--- src/rtl/piso_stream_serializer.sv ---
// Parallel-in / serial-out stream serializer.
// A word passes through a one-word holding buffer on a valid/ready handshake, then into a
// shift register. Each bit is held for BIT_DIV cycles. When a word is already waiting in
// the buffer, it is loaded on the same edge that the previous word's last bit ends, so
// back-to-back words stream with no idle cycle.
// Framing strobes mark the first and last bit of every word for the downstream deserializer.
module piso_stream_serializer #(
   parameter int WIDTH     = 8,
   parameter int LSB_FIRST = 0,
   parameter int BIT_DIV   = 1
) (
   input  logic             clk,
   input  logic             rst,
   input  logic [WIDTH-1:0] par_data,
   input  logic             load,
   output logic             ready,
   output logic             ser_o,
   output logic             ser_valid,
   output logic             ser_first,
   output logic             ser_last,
   output logic             busy
);

   localparam int CNT_W = $clog2(WIDTH);
   localparam int DIV_W = (BIT_DIV > 1) ? $clog2(BIT_DIV) : 1;
   localparam logic [CNT_W-1:0] LAST_BIT = CNT_W'(WIDTH - 1);
   localparam logic [DIV_W-1:0] DIV_LAST = DIV_W'(BIT_DIV - 1);

   typedef enum logic {S_IDLE, S_SHIFT} state_t;

   state_t             state_q, state_d;
   logic [WIDTH-1:0]   hold_q, hold_d;
   logic               hold_full_q, hold_full_d;
   logic [WIDTH-1:0]   shift_q, shift_d;
   logic [CNT_W-1:0]   bit_cnt_q, bit_cnt_d;
   logic [DIV_W-1:0]   div_q, div_d;
   logic               ser_o_q, ser_valid_q, ser_first_q, ser_last_q, busy_q;
   logic               take_word;
   logic               head_bit_d;

   // Next-state logic: handshake capture, divider/bit sequencing and word hand-over.
   always_comb begin
      state_d     = state_q;
      hold_d      = hold_q;
      hold_full_d = hold_full_q;
      shift_d     = shift_q;
      bit_cnt_d   = bit_cnt_q;
      div_d       = div_q;
      take_word   = 1'b0;

      // Accept only into an empty buffer, so a transfer out of it can never collide.
      if (load && !hold_full_q) begin
         hold_d      = par_data;
         hold_full_d = 1'b1;
      end

      case (state_q)
         S_IDLE: begin
            if (hold_full_q) take_word = 1'b1;
         end
         S_SHIFT: begin
            if (div_q == DIV_LAST) begin
               div_d = '0;
               if (bit_cnt_q == LAST_BIT) begin
                  // The last bit is done. Chain straight into the buffered word if one is waiting.
                  if (hold_full_q) take_word = 1'b1;
                  else             state_d   = S_IDLE;
               end else begin
                  if (LSB_FIRST != 0) shift_d = {1'b0, shift_q[WIDTH-1:1]};
                  else                shift_d = {shift_q[WIDTH-2:0], 1'b0};
                  bit_cnt_d = bit_cnt_q + CNT_W'(1);
               end
            end else begin
               div_d = div_q + DIV_W'(1);
            end
         end
         default: state_d = S_IDLE;
      endcase

      if (take_word) begin
         shift_d     = hold_q;
         hold_full_d = 1'b0;
         bit_cnt_d   = '0;
         div_d       = '0;
         state_d     = S_SHIFT;
      end

      head_bit_d = (LSB_FIRST != 0) ? shift_d[0] : shift_d[WIDTH-1];
   end

   // State registers, plus outputs registered from next state so nothing depends on load or par_data combinationally.
   always_ff @(posedge clk or negedge rst) begin
      if (!rst) begin
         state_q     <= S_IDLE;
         hold_q      <= '0;
         hold_full_q <= 1'b0;
         shift_q     <= '0;
         bit_cnt_q   <= '0;
         div_q       <= '0;
         ser_o_q     <= 1'b0;
         ser_valid_q <= 1'b0;
         ser_first_q <= 1'b0;
         ser_last_q  <= 1'b0;
         busy_q      <= 1'b0;
      end else begin
         state_q     <= state_d;
         hold_q      <= hold_d;
         hold_full_q <= hold_full_d;
         shift_q     <= shift_d;
         bit_cnt_q   <= bit_cnt_d;
         div_q       <= div_d;
         ser_o_q     <= (state_d == S_SHIFT) && head_bit_d;
         ser_valid_q <= (state_d == S_SHIFT);
         ser_first_q <= (state_d == S_SHIFT) && (bit_cnt_d == '0);
         ser_last_q  <= (state_d == S_SHIFT) && (bit_cnt_d == LAST_BIT);
         busy_q      <= (state_d == S_SHIFT) || hold_full_d;
      end
   end

   assign ready     = ~hold_full_q;
   assign ser_o     = ser_o_q;
   assign ser_valid = ser_valid_q;
   assign ser_first = ser_first_q;
   assign ser_last  = ser_last_q;
   assign busy      = busy_q;

endmodule

--- config.mk ---
export PLATFORM = sky130hd
export DESIGN_NAME = piso_stream_serializer
export DESIGN_NICKNAME = d
export VERILOG_FILES = /design/src/rtl/piso_stream_serializer.sv
export SDC_FILE = /design/constraint.sdc
export NUM_CORES = 1
export LEC_CHECK = 0
export BUFFER_PORTS_ARGS = -buffer_cell sky130_fd_sc_hd__buf_4
export CAP_MARGIN = 20
export CORE_UTILIZATION = 57
export CTS_CLUSTER_DIAMETER = 120
export CTS_CLUSTER_SIZE = 20
export DETAILED_ROUTE_END_ITERATION = 8
export PLACE_DENSITY_LB_ADDON = 0.25
export SYNTH_ARGS = -nofsm -noshare
export SYNTH_HDL_FRONTEND = slang
export SYNTH_SLANG_ARGS = --single-unit
--- constraint.sdc ---
create_clock -name clk -period 2.8 [get_ports clk]
set_input_delay 0.42 -clock clk [delete_from_list [all_inputs] [get_ports clk]]
set_output_delay 0.42 -clock clk [all_outputs]
set_load 0.005 [all_outputs]
-- Word level (Yosys, flattened, before mapping)
Cells that the tools add are included.
- $add $sub $neg: 2
- equal/unequal tests: 4
- multiplexer cells: 21
- bitwise operators: 2
- reduce and logical (&&, ||, !) cells: 9
- operator list (cell ; number):
    2-to-1 mux 8 bit ; 4
    2-to-1 mux 1 bit ; 12
    2-to-1 mux 3 bit ; 4
    equality test 3 bit, second input constant ; 2
    logical AND 1 bit ; 4
    adder 3 x 1 -> 3 bit, second input constant ; 1
    zero test 3 bit ; 1
    AND reduction 3 bit ; 1
    inequality test 2 x 1 -> 1 bit, second input constant ; 1
    inequality test 2 bit, second input constant ; 1
    NOT 1 bit ; 2
    case mux 1 bit (2 select lines) ; 1
    nonzero test 2 bit ; 1
    adder 1 bit, second input constant ; 1
    zero test 1 bit ; 1
    logical OR 1 bit ; 1
- bits in registers: 26
- input bits: 11
- output and inout port bits: 6

-- Longest topological paths before layout
Gate-level depths: netlist of the first run.
- depth in word-level cells: 7
- depth in mapped cells: 5

-- Least setup slack after synthesis of the first run
No wires, ideal clock.
- path kind: register -> register
- start point: register bit_cnt_q[0]
- end point: register ser_first_q, in the netlist ser_first
- library setup time: 65 ps
- arrival: 1217 ps
- setup slack: 1518 ps
- stages on the path, launching flop included: 5
- period minus slack after synthesis: 1282 ps
- cells stage by stage: dfrtp_1 > ha_1 > a21boi_4 > mux2i_1 > o211a_1
- longest elaborated chain between the ends: 7
- ends and longest elaborated chain (what ; RTL line ; source):
    from (decl) ; 35 ; logic [CNT_W-1:0] bit_cnt_q, bit_cnt_d;
    from (signal assigned) ; 110 ; bit_cnt_q <= bit_cnt_d;
    adder 3 x 1 -> 3 bit / equality test 3 bit (equally long branches) ; 71, 64 ;
    2-to-1 mux 3 bit / 2-to-1 mux 1 bit (equally long branches) ; 64 ; if (bit_cnt_q == LAST_BIT) begin
    2-to-1 mux 3 bit / 2-to-1 mux 1 bit (equally long branches) ; 62 ; if (div_q == DIV_LAST) begin
    2-to-1 mux 3 bit / case mux 1 bit (2 select lines) (equally long branches) ; 57 ; case (state_q)
    2-to-1 mux 3 bit ; 80 ; if (take_word) begin
    zero test 3 bit ; 114 ; ser_first_q <= (state_d == S_SHIFT) && (bit_cnt_d == '0);
    logical AND 1 bit * ; 114 ;
    to (signal assigned) ; 114 ;
    to (decl) ; 37 ; logic ser_o_q, ser_valid_q, ser_first_q, ser_last_q, busy_q;
Mark *: on every way between the ends. The rest lies on a longest branch, timed or not.
A chain may end at the register's enable or synchronous reset.

-- Worst setup path in the final report of the first run
- start point: register hold_full_q
- end point: output ready
- longest elaborated chain between the ends: 1
- ends and longest elaborated chain (what ; RTL line ; source):
    from (decl) ; 33 ; logic hold_full_q, hold_full_d;
    from (signal assigned) ; 108 ; hold_full_q <= hold_full_d;
    NOT 1 bit ; 120 ; assign ready = ~hold_full_q;
    to (decl) ; 16 ; output logic ready,
Every way passes these cells.

==> results of run 1 <==
[timing repair]
action	CTS	global route
hold endpoints to repair	24	0
hold buffers	1	0
buffers inserted	0	0
[layer usage]
layer	GRT usage [%]	up-vias	routed length, um	share of wire [%]
met4	6.06	0	15	0.94
met2	28.4	13	785	49
met1	23.2	297	724	45
met5	0	-	0	0
met3	7.20	2	67	4.2
li1	-	313	-	-
[critical path, stage by stage (launching register included)]
cell and delay [ns]:
dfrtp_1 0.70, inv_1 0.18, buf_4 0.18
[cells by family (layout without fill, tap and decap cells)]
group                      count (synthesis)  after routing
DFF                                       24             24
and+or+nand+nor                           20             20
adders and majority gates                  1              1
muxes                                     16             16
xor gates and xnor gates                   1              1
buffers and inverters                      6             24
AOI/OAI and AO/OA                         14             14
[cell type report]
type | instances | area [um^2] | share of cell area (%)
clock buffer | 4 | 36.3 | 2.97
inverter | 2 | 7.51 | 0.615
tap | 25 | 31.3 | 2.56
sequential | 24 | 601 | 49.2
timing repair buffer | 18 | 138 | 11.3
multi-input combinational | 52 | 408 | 33.4
[worst min-delay path by stage]
stage | startpoint | end | depth (start not counted)
3_5_place_dp | rst | ser_first$_DFF_PN0_ | 1
4_1_cts | load | busy$_DFF_PN0_ | 2
5_1_grt | load | busy$_DFF_PN0_ | 2
3_3_place_gp | rst | bit_cnt_q[2]$_DFF_PN0_ | 1
6_report | load | busy$_DFF_PN0_ | 2
2_1_floorplan | rst | bit_cnt_q[0]$_DFF_PN0_ | 0
[cell usage in the layout, fill, tap and decap left out, types with 2 or more instances in the layout]
cell type,n
dfrtp_1,24
buf_4,17
nand2_1,13
o21ai_0,10
mux2i_1,8
mux2_4,8
clkbuf_4,3
inv_1,2
nor2b_1,2
[state kept, by name, summed over array words and instances, names as in the netlist]
signal / flops
busy: 1
hold_q: 8
shift_q: 7
ser_first: 1
bit_cnt_q: 3
ser_last: 1
ser_o: 1
hold_full_q: 1
ser_valid: 1
[power breakdown]
part | internal (mW) | switching [mW]
Sequential | 0.492 | 0.119
Clock | 0.0794 | 0.0974
Combinational | 0.293 | 0.221
==> reports/qor.yml, run 1 <==
synthesis:
  avgSynthCellArea_um2: 12.9
  synth_mux_area_share_pct: 18.9
  synth-adder-area-share_pct: 1.18
  synth_fp_nets: 94
  post-synth-top-area-fraction_pct: 56.6
  synth_seq_area_share_pct: 56.6
  synth_cells: 82
  yosys.area_share.xor_xnor_pct: 0.825
  synth_top_family_by_area: "multiplexers"
  yosys-top-cells-area: "dfrtp_1 (57%), mux2_4 (11%), mux2i_1 (7.5%)"
  netlist-cell-type-count: 19
  yosys.area.top_type: "dfrtp_1"
  ys_seq_elements: 24
  synth-simple-area-share_pct: 8.61
  async_reset_ff_share_pct: 100
  synth_area_um2: 1060
  yosys_warnings: 0
  synth_ff_type: "dfrtp_1"
  synth_compound_area_share_pct: 8.96
  synth_edf_count: 0
  synthTopCellsByCount: "dfrtp_1 (24), nand2_1 (13), o21ai_0 (10)"
  post-synth-top-count-cell: "dfrtp_1"
routing:
  ant_nets: 0
  wl_um: 1590
  via_per_inst: 5.00
  dr.pass1.iters: 4
  wl_per_cell_um: 12.7
  routed-via-count: 625
  drtIter0Drc: 4
  drc_errors: 0
timing:
  drv_slew: 0
  relSlewSlack_pct: 64.2
  final.min_clock_period_ns: 1.79
  hold_ws_ns: 0.307
  worst_pin_slew_ns: 0.538
  setup_viol: 0
  fmax_mhz: 559
  finalCritPeriodShare_pct: 63.9
  finalSetupTns_ns: 0
  rsz0062_at_grt: "false"
  report.final.hold_viol_count: 0
  clock_skew_ns: 0.00576
  finalWorstSetupSlack_ns: 1.01
global_routing:
  overflow: 0
  grt_pass1_wl_um: 2550
  grt_start_max_net_pins: 25
  grt_antenna_before_repair: 0
  grt_usage_pct: 18.2
  grt_pass1_vias: 601
clocking:
  cts.repair.resized: 0
  htreeDepth: 1
  cts_buffers: 3
  cts-root-buf: "clkbuf_4"
  clk_path_buf_depth: 2
  cts.sinks: 24
  cts_tree: "done"
  clkLatencyLatePin_ns: 0.31
  path_clk_slew_ns: 0.12
placed_design:
  placed_cell_area_um2: 1170
  preCtsSetupSlack_ns: 1.16
  dpl.cell_count: 120
  place_congestion: 0.719
  port_buffers: 16
  dp_hpwl_um: 1060
layout:
  drive_gt1_share_pct: 32.0
  stdcell_count: 125
  fin_util_pct: 70.7
  stdcell_area_um2: 1220
  num_antenna_cells: 0
  syn_to_final_growth_pct: 15.1
  fillers: 133
  fin_nets: 113
worst_setup_path:
  cp-end-kind: "output port"
  reg2reg_to: "ser_first$_DFF_PN0_"
  cp.required_ns: 2.38
  crit_path_start_kind: "flop"
  cp_max_fo: 13
  r2r_cells: 4
  crit_type: "reg -> out"
  crit_arrival_ns: 1.37
  critPathCapture: "ready"
  rr_startpoint: "bit_cnt_q[0]$_DFF_PN0_"
  startpoint: "hold_full_q$_DFF_PN0_"
  r2r_slack_ns: 1.12
floorplan:
  core_area_um2: 1730
  start_util_pct: 61.4
  io_pins: 17
  fp-row-count: 15
  die_w_um: 45.1
  die_y_um: 45.1
  die_area_um2: 2040
job:
  maxCapViolations: 0
pwr:
  power_mw: 1.30
  power.leakage_nw: 0.621
  irDropWorstVdd_mv: 0.579
  power.density_nw_per_um2: 1070
hold_path:
  hold_class: "in -> reg"
run_status:
  outcome: "finished, final reports clean"
Note: power is estimated with default switching activity, not from simulation.
==> run 2, diff against run 1 <==
--- a/config.mk
+++ b/config.mk
@@ -7,7 +7,7 @@
 export LEC_CHECK = 0
 export BUFFER_PORTS_ARGS = -buffer_cell sky130_fd_sc_hd__buf_4
 export CAP_MARGIN = 20
-export CORE_UTILIZATION = 57
+export CORE_UTILIZATION = 53
 export CTS_CLUSTER_DIAMETER = 120
 export CTS_CLUSTER_SIZE = 20
 export DETAILED_ROUTE_END_ITERATION = 8
==> constraint.sdc (replaced) <==
create_clock -name clk -period 1.65 [get_ports clk]
set_input_delay 0.2475 -clock clk [delete_from_list [all_inputs] [get_ports clk]]
set_output_delay 0.2475 -clock clk [all_outputs]
set_load 0.005 [all_outputs]
==> run 2 against run 1 <==
Register-to-register slack lost 0.96 ns. Combinational power rose by 93%. Utilization fell by 1.4 points. Via count increased by 5.0%. Wire length rose by 2.3%.
==> reports/qor.yml, run 2 (synthesis gave the netlist of run 1 again) <==
run_status:
  outcome: "finished, final reports clean"
clocking:
  cts-root-buf: "clkbuf_4"
  post_cts_buffers: 0  # unchanged
  htreeDepth: 1  # unchanged
  path_clk_slew_ns: 0.13  # about the same
  clkLatencyLatePin_ns: 0.31  # about the same
  cts_tree: "done"
  cts_buffers: 3  # unchanged
  clk_path_buf_depth: 2  # unchanged
  cts.sinks: 24  # unchanged
worst_setup_path:
  cp.required_ns: 1.91  # -0.47 ns
  critPathMaxStageDelay_ns: 0.43  # -0.27 ns
  path_buf_inv: 0  # -2
  crit_arrival_ns: 1.75  # +0.38 ns
  crit_type: "reg -> reg"
  crit_chain: "ha_1, a21boi_4, mux2i_1, o211a_1"
  cp_max_fo: 10  # -3
  cp-end-kind: "flop"
  slowest_stage: "dfrtp_1"
  critPathTopFamily: "compound AO/OA/AOI/OAI gates"
  crit_path_start_kind: "flop"
floorplan:
  io_pins: 17  # unchanged
  die_y_um: 46.7  # +3.5%
  fp-row-count: 15  # unchanged
  die_w_um: 46.7  # +3.5%
  core_area_um2: 1800  # +4.3%
  start_util_pct: 58.9  # -2.6 points
  die_area_um2: 2180  # +7.2%
placed_design:
  dpl.cell_count: 122  # +1.7%
  placed_cell_area_um2: 1200  # +2.3%
  dp_hpwl_um: 1150  # +9.2%
  port_buffers: 16  # unchanged
  place_congestion: 0.768  # +6.8%
pwr:
  power.density_nw_per_um2: 1830  # +72%
  power_frac_clock_pct: 13.4  # -0.2 points
  power.leakage_nw: 0.636  # +2.4%
  p_int_mw: 1.53  # +77%
  power_mw: 2.29  # +76%
  switchingPower_mw: 0.756  # +73%
  seqPwrFrac_pct: 43.2  # -3.7 points
  p_comb_share_pct: 43.3  # +3.8 points
  power.share.switching_pct: 33.1  # -0.52 points
  irDropWorstVdd_mv: 1.06  # +83%
timing:
  fmax_mhz: 673
  setup_viol: 0  # unchanged
  final.min_clock_period_ns: 1.49
  report.final.hold_viol_count: 0  # unchanged
  finalCritPeriodShare_pct: 90.1
  rsz0062_at_grt: "false"
  relSlewSlack_pct: 79.6  # +15 points
  clock_skew_ns: 0.00210  # -0.00366 ns
  finalSetupTns_ns: 0  # unchanged
  drv_slew: 0  # unchanged
  worst_pin_slew_ns: 0.305  # -0.233 ns
layout:
  layout_commonest_cell: "dfrtp_1"
  fin_nets: 115  # +1.8%
  num_antenna_cells: 0  # unchanged
  largest_reg_flops: 8  # unchanged
  reg.largest.list: "hold_q (8), shift_q (7), bit_cnt_q (3)"
  syn_to_final_growth_pct: 17.7
  stdcell_area_um2: 1250  # +2.3%
  fillers: 150  # +13%
  drive_gt1_share_pct: 33.3  # +1.3 points
  max_flop_register: "hold_q"
  layout_common_cells: "dfrtp_1 (24), buf_4 (18), nand2_1 (13)"
  stdcell_count: 127  # +1.6%
job:
  maxCapViolations: 0  # unchanged
routing:
  drtIter0Drc: 3  # -1
  dr.pass1.iters: 2  # -2
  wl_um: 1630  # +2.3%
  wl_per_cell_um: 12.8  # +0.71%
  via_per_inst: 5.17  # +3.3%
  drc_errors: 0  # unchanged
  ant_nets: 0  # unchanged
  routed-via-count: 656  # +5.0%
global_routing:
  grt_pass1_wl_um: 2880  # +13%
  grt_usage_pct: 19.4  # +1.1 points
  grt_antenna_before_repair: 0  # unchanged
  overflow: 0  # unchanged
  grt_pass1_vias: 659  # +9.7%
  grt_start_max_net_pins: 25  # unchanged
hold_path:
  hold_class: "in -> reg"
run 2: changes by cell type in the layout (fill, tap and decap cells not counted):
cell / previous run / this run
buf_12: 0 / 1
buf_4: 17 / 18
run 2: final cells by class:
| class | instances | area, um^2 | share of cell area [%] |
|---|---|---|---|
| Timing Repair Buffer | 20 | 165 | 13.2 |
| Multi-Input combinational cell | 52 | 408 | 32.7 |
| Sequential cell | 24 | 601 | 48.1 |
| Clock buffer | 4 | 36.3 | 2.91 |
| Inverter | 2 | 7.51 | 0.601 |
| Tap cell | 25 | 31.3 | 2.51 |
run 2: path summary, 6_finish.rpt:
path,startpoint,end,slack [ns],depth (start not counted)
worst max-delay path,bit_cnt_q[0]$_DFF_PN0_,ser_first$_DFF_PN0_,0.16,4
worst min-delay path,load,busy$_DFF_PN0_,0.14,2
worst max register to register,bit_cnt_q[0]$_DFF_PN0_,ser_first$_DFF_PN0_,0.16,4
worst min register to register,shift_q[0]$_DFFE_PN0P_,shift_q[1]$_DFFE_PN0P_,0.50,2
max in group asynchronous,rst,shift_q[2]$_DFFE_PN0P_,1.09,2
min in group asynchronous,rst,ser_last$_DFF_PN0_,0.34,2
run 2: metrics by stage:
step	hold slack [ns]	utilization, %	setup WS (ns)
6_report	0.142	69.3	0.163
5_1_grt	0.122	69.3	0.0515
4_1_cts	0.133	69.3	0.149
3_5_place_dp	0.159	66.7	0.188
3_3_place_gp	0.160	66.7	0.222
2_1_floorplan	-0.0481	-	0.368
run 2: timing repair:
item / 4_1_cts / 5_1_grt
endpoints found under the hold margin: 24 / 0
gates resized for setup: 0 / 0
hold buffers: 1 / 0
run 2: metal layers:
metal | global-route usage, % | part of all wire [%] | vias to the layer above
met2 | 32.2 | 51 | 14
met1 | 23.3 | 44 | 321
met5 | 0 | 0 | -
li1 | - | - | 317
met3 | 4.62 | 3.6 | 4
met4 | 10.3 | 1.6 | 0
run 2: worst reg2reg max path: stages (launching register included):
cell and delay, ns:
dfrtp_1 0.43, ha_1 0.29, a21boi_4 0.33, mux2i_1 0.22, o211a_1 0.16
run 2: power groups by stage:
| stage | clock, mW | combinational (mW) | sequential [mW] |
|---|---|---|---|
| 2_1_floorplan | 0 | 0.796 | 0.972 |
| 3_3_place_gp | 0 | 0.970 | 0.990 |
| 3_5_place_dp | 0 | 1.00 | 1.00 |
| 4_1_cts | 0.316 | 1.01 | 0.991 |
| 5_1_grt | 0.340 | 1.12 | 1.02 |
| 6_report | 0.306 | 0.991 | 0.989 |
==> run 3, diff against run 2 <==
--- a/config.mk
+++ b/config.mk
@@ -7,11 +7,11 @@
 export LEC_CHECK = 0
 export BUFFER_PORTS_ARGS = -buffer_cell sky130_fd_sc_hd__buf_4
 export CAP_MARGIN = 20
-export CORE_UTILIZATION = 53
+export CORE_UTILIZATION = 41
 export CTS_CLUSTER_DIAMETER = 120
 export CTS_CLUSTER_SIZE = 20
 export DETAILED_ROUTE_END_ITERATION = 8
-export PLACE_DENSITY_LB_ADDON = 0.25
+export PLACE_DENSITY = 0.59
 export SYNTH_ARGS = -nofsm -noshare
 export SYNTH_HDL_FRONTEND = slang
 export SYNTH_SLANG_ARGS = --single-unit
==> run 3 against run 2 <==
Sequential share of layout area fell by 0.38 points. Wire length fell by 1.2%. Critical path depth did not move. Largest cell class unchanged. Clock skew fell by 0.00072 ns. Clock power rose by 38%.
==> reports/qor.yml, run 3 (synthesis gave the netlist of run 1 again) <==
run_status:
  outcome: "finished, final reports clean"
timing:
  clock_skew_ns: 0.00138  # -0.000722 ns
  finalSetupTns_ns: 0  # unchanged
  finalWorstSetupSlack_ns: 0.198  # +0.0350 ns
  report.final.hold_viol_count: 0  # unchanged
  final.min_clock_period_ns: 1.45  # -0.0350 ns
  fmax_mhz: 689  # +2.4%
  rsz0062_at_grt: "false"
  finalCritPeriodShare_pct: 88.0  # -2.1 points
  drv_slew: 0  # unchanged
  relSlewSlack_pct: 79.9  # +0.27 points
  setup_viol: 0  # unchanged
  worst_pin_slew_ns: 0.302  # -0.00332 ns
floorplan:
  core_area_um2: 2450  # +36%
  start_util_pct: 43.2  # -16 points
  die_y_um: 52.9  # +13%
  io_pins: 17  # unchanged
  die_area_um2: 2800  # +28%
  fp-row-count: 18  # +3
  die_w_um: 52.9  # +13%
pwr:
  p_int_mw: 1.61  # +5.1%
  power.leakage_nw: 0.637  # +0.15%
  seqPwrFrac_pct: 41.7  # -1.5 points
  power.share.switching_pct: 31.7  # -1.4 points
  p_comb_share_pct: 40.4  # -2.9 points
  power_mw: 2.35  # +3.0%
  power.density_nw_per_um2: 1870  # +2.2%
  power_frac_clock_pct: 17.9  # +4.5 points
  irDropWorstVdd_mv: 1.12  # +5.3%
  switchingPower_mw: 0.747  # -1.3%
worst_setup_path:
  cp-end-kind: "flop"
  crit_path_start_kind: "flop"
  critPathCapture: "bit_cnt_q[1]$_DFF_PN0_"
  slowest_stage: "dfrtp_1"
  critPathMaxStageDelay_ns: 0.43  # about the same
  crit_arrival_ns: 1.65  # -0.10 ns
  r2r_cells: 4  # unchanged
  cp_max_fo: 13  # +3
  crit_chain: "ha_1, a21boi_4, buf_4, o21ai_0"
  cp.required_ns: 1.85  # -0.06 ns
  rr_startpoint: "bit_cnt_q[0]$_DFF_PN0_"
  r2r_slack_ns: 0.20  # +0.03 ns
  startpoint: "bit_cnt_q[0]$_DFF_PN0_"
  crit_type: "reg -> reg"
  reg2reg_to: "bit_cnt_q[1]$_DFF_PN0_"
global_routing:
  grt_pass1_wl_um: 2750  # -4.6%
  grt_pass1_vias: 604  # -8.3%
  grt_antenna_before_repair: 0  # unchanged
  overflow: 0  # unchanged
  grt_start_max_net_pins: 25  # unchanged
  grt_usage_pct: 14.0  # -5.3 points
placed_design:
  dp_hpwl_um: 1100  # -4.9%
  placed_cell_area_um2: 1200  # -0.52%
  place_congestion: 0.729  # -5.1%
  port_buffers: 16  # unchanged
  preCtsSetupSlack_ns: 0.209  # +0.0211 ns
clocking:
  cts.sinks: 24  # unchanged
  cts.repair.resized: 0  # unchanged
  post_cts_buffers: 0  # unchanged
  cts_buffers: 3  # unchanged
  clk_path_buf_depth: 2  # unchanged
  cts_tree: "done"
  path_clk_slew_ns: 0.13  # about the same
  cts-root-buf: "clkbuf_4"
  htreeDepth: 1  # unchanged
  clkLatencyLatePin_ns: 0.31  # about the same
  cts-hold-fix-buffers: 1  # unchanged
layout:
  reg.largest.list: "hold_q (8), shift_q (7), bit_cnt_q (3)"
  num_antenna_cells: 0  # unchanged
  largest_reg_flops: 8  # unchanged
  max_flop_register: "hold_q"
  fin_nets: 115  # unchanged
  layout_commonest_cell: "dfrtp_1"
  stdcell_area_um2: 1260  # +0.80%
  syn_to_final_growth_pct: 18.6
  fillers: 223  # +49%
  layout_common_cells: "dfrtp_1 (24), buf_4 (19), nand2_1 (13)"
  drive_gt1_share_pct: 33.3  # unchanged
routing:
  routed-via-count: 628  # -4.3%
  dr.pass1.iters: 2  # unchanged
  ant_nets: 0  # unchanged
  wl_per_cell_um: 12.2  # -4.9%
  drtIter0Drc: 5  # +2
  wl_um: 1610  # -1.2%
  drc_errors: 0  # unchanged
  via_per_inst: 4.76  # -7.9%
hold_path:
  hold_class: "in -> reg"
job:
  maxCapViolations: 0  # unchanged
==> run 3: cell count changes in the layout (fill, tap and decap cells not counted), sizes merged <==
cell	previous run	this run
clkbuf	4	3
bufinv	0	1
==> run 3: stage by stage <==
step | cells | util (%) | hold slack, ns
global placement | 127 | 48.7 | 0.164
floorplan | 82 | - | -0.0481
global route | 132 | 51.3 | 0.135
finish | 132 | 51.3 | 0.149
CTS | 132 | 51.3 | 0.149
detailed placement | 127 | 48.7 | 0.164
==> run 3: worst min path at each step <==
stage | startpoint | endpoint | slack (ns) | cells after the start
2_1_floorplan | rst | bit_cnt_q[0]$_DFF_PN0_ | -0.05 | 0
3_3_place_gp | rst | hold_q[5]$_DFFE_PN0P_ | 0.16 | 1
3_5_place_dp | rst | hold_q[5]$_DFFE_PN0P_ | 0.16 | 1
4_1_cts | load | busy$_DFF_PN0_ | 0.15 | 2
5_1_grt | par_data[5] | hold_q[5]$_DFFE_PN0P_ | 0.14 | 2
6_report | load | busy$_DFF_PN0_ | 0.15 | 2
==> run 3: power groups by stage <==
stage,Clock (mW),Combinational (mW),Sequential (mW)
6_report,0.421,0.951,0.982
5_1_grt,0.448,1.09,1.02
2_1_floorplan,0,0.796,0.972
3_5_place_dp,0,0.957,0.995
4_1_cts,0.430,0.966,0.984
3_3_place_gp,0,0.941,0.995
==> run 3: metal layers <==
layer  global-route usage, %  vias up  share of wire [%]
met4                    6.58        0                1.2
met1                    20.1      299                 52
met3                    2.59        2                3.4
li1                        -      316                  -
met5                       0        -                  0
met2                    20.3       11                 43
==> run 3: critical path, delay by kind of cell, from the launching register on <==
family                     cells  cell delay (ns)
DFF                            1             0.43
AOI/OAI and AO/OA              2             0.40
adders and majority gates      1             0.28
buffers and inverters          1             0.23
==> run 3: area by class of cell <==
class	count	area (um^2)	area share [%]
inverter	2	7.51	0.596
multi-input combinational	52	408	32.4
clock inverter	1	30.0	2.39
timing repair buffer	20	153	12.1
tap	30	37.5	2.98
sequential	24	601	47.7
clock buffer	3	22.5	1.79
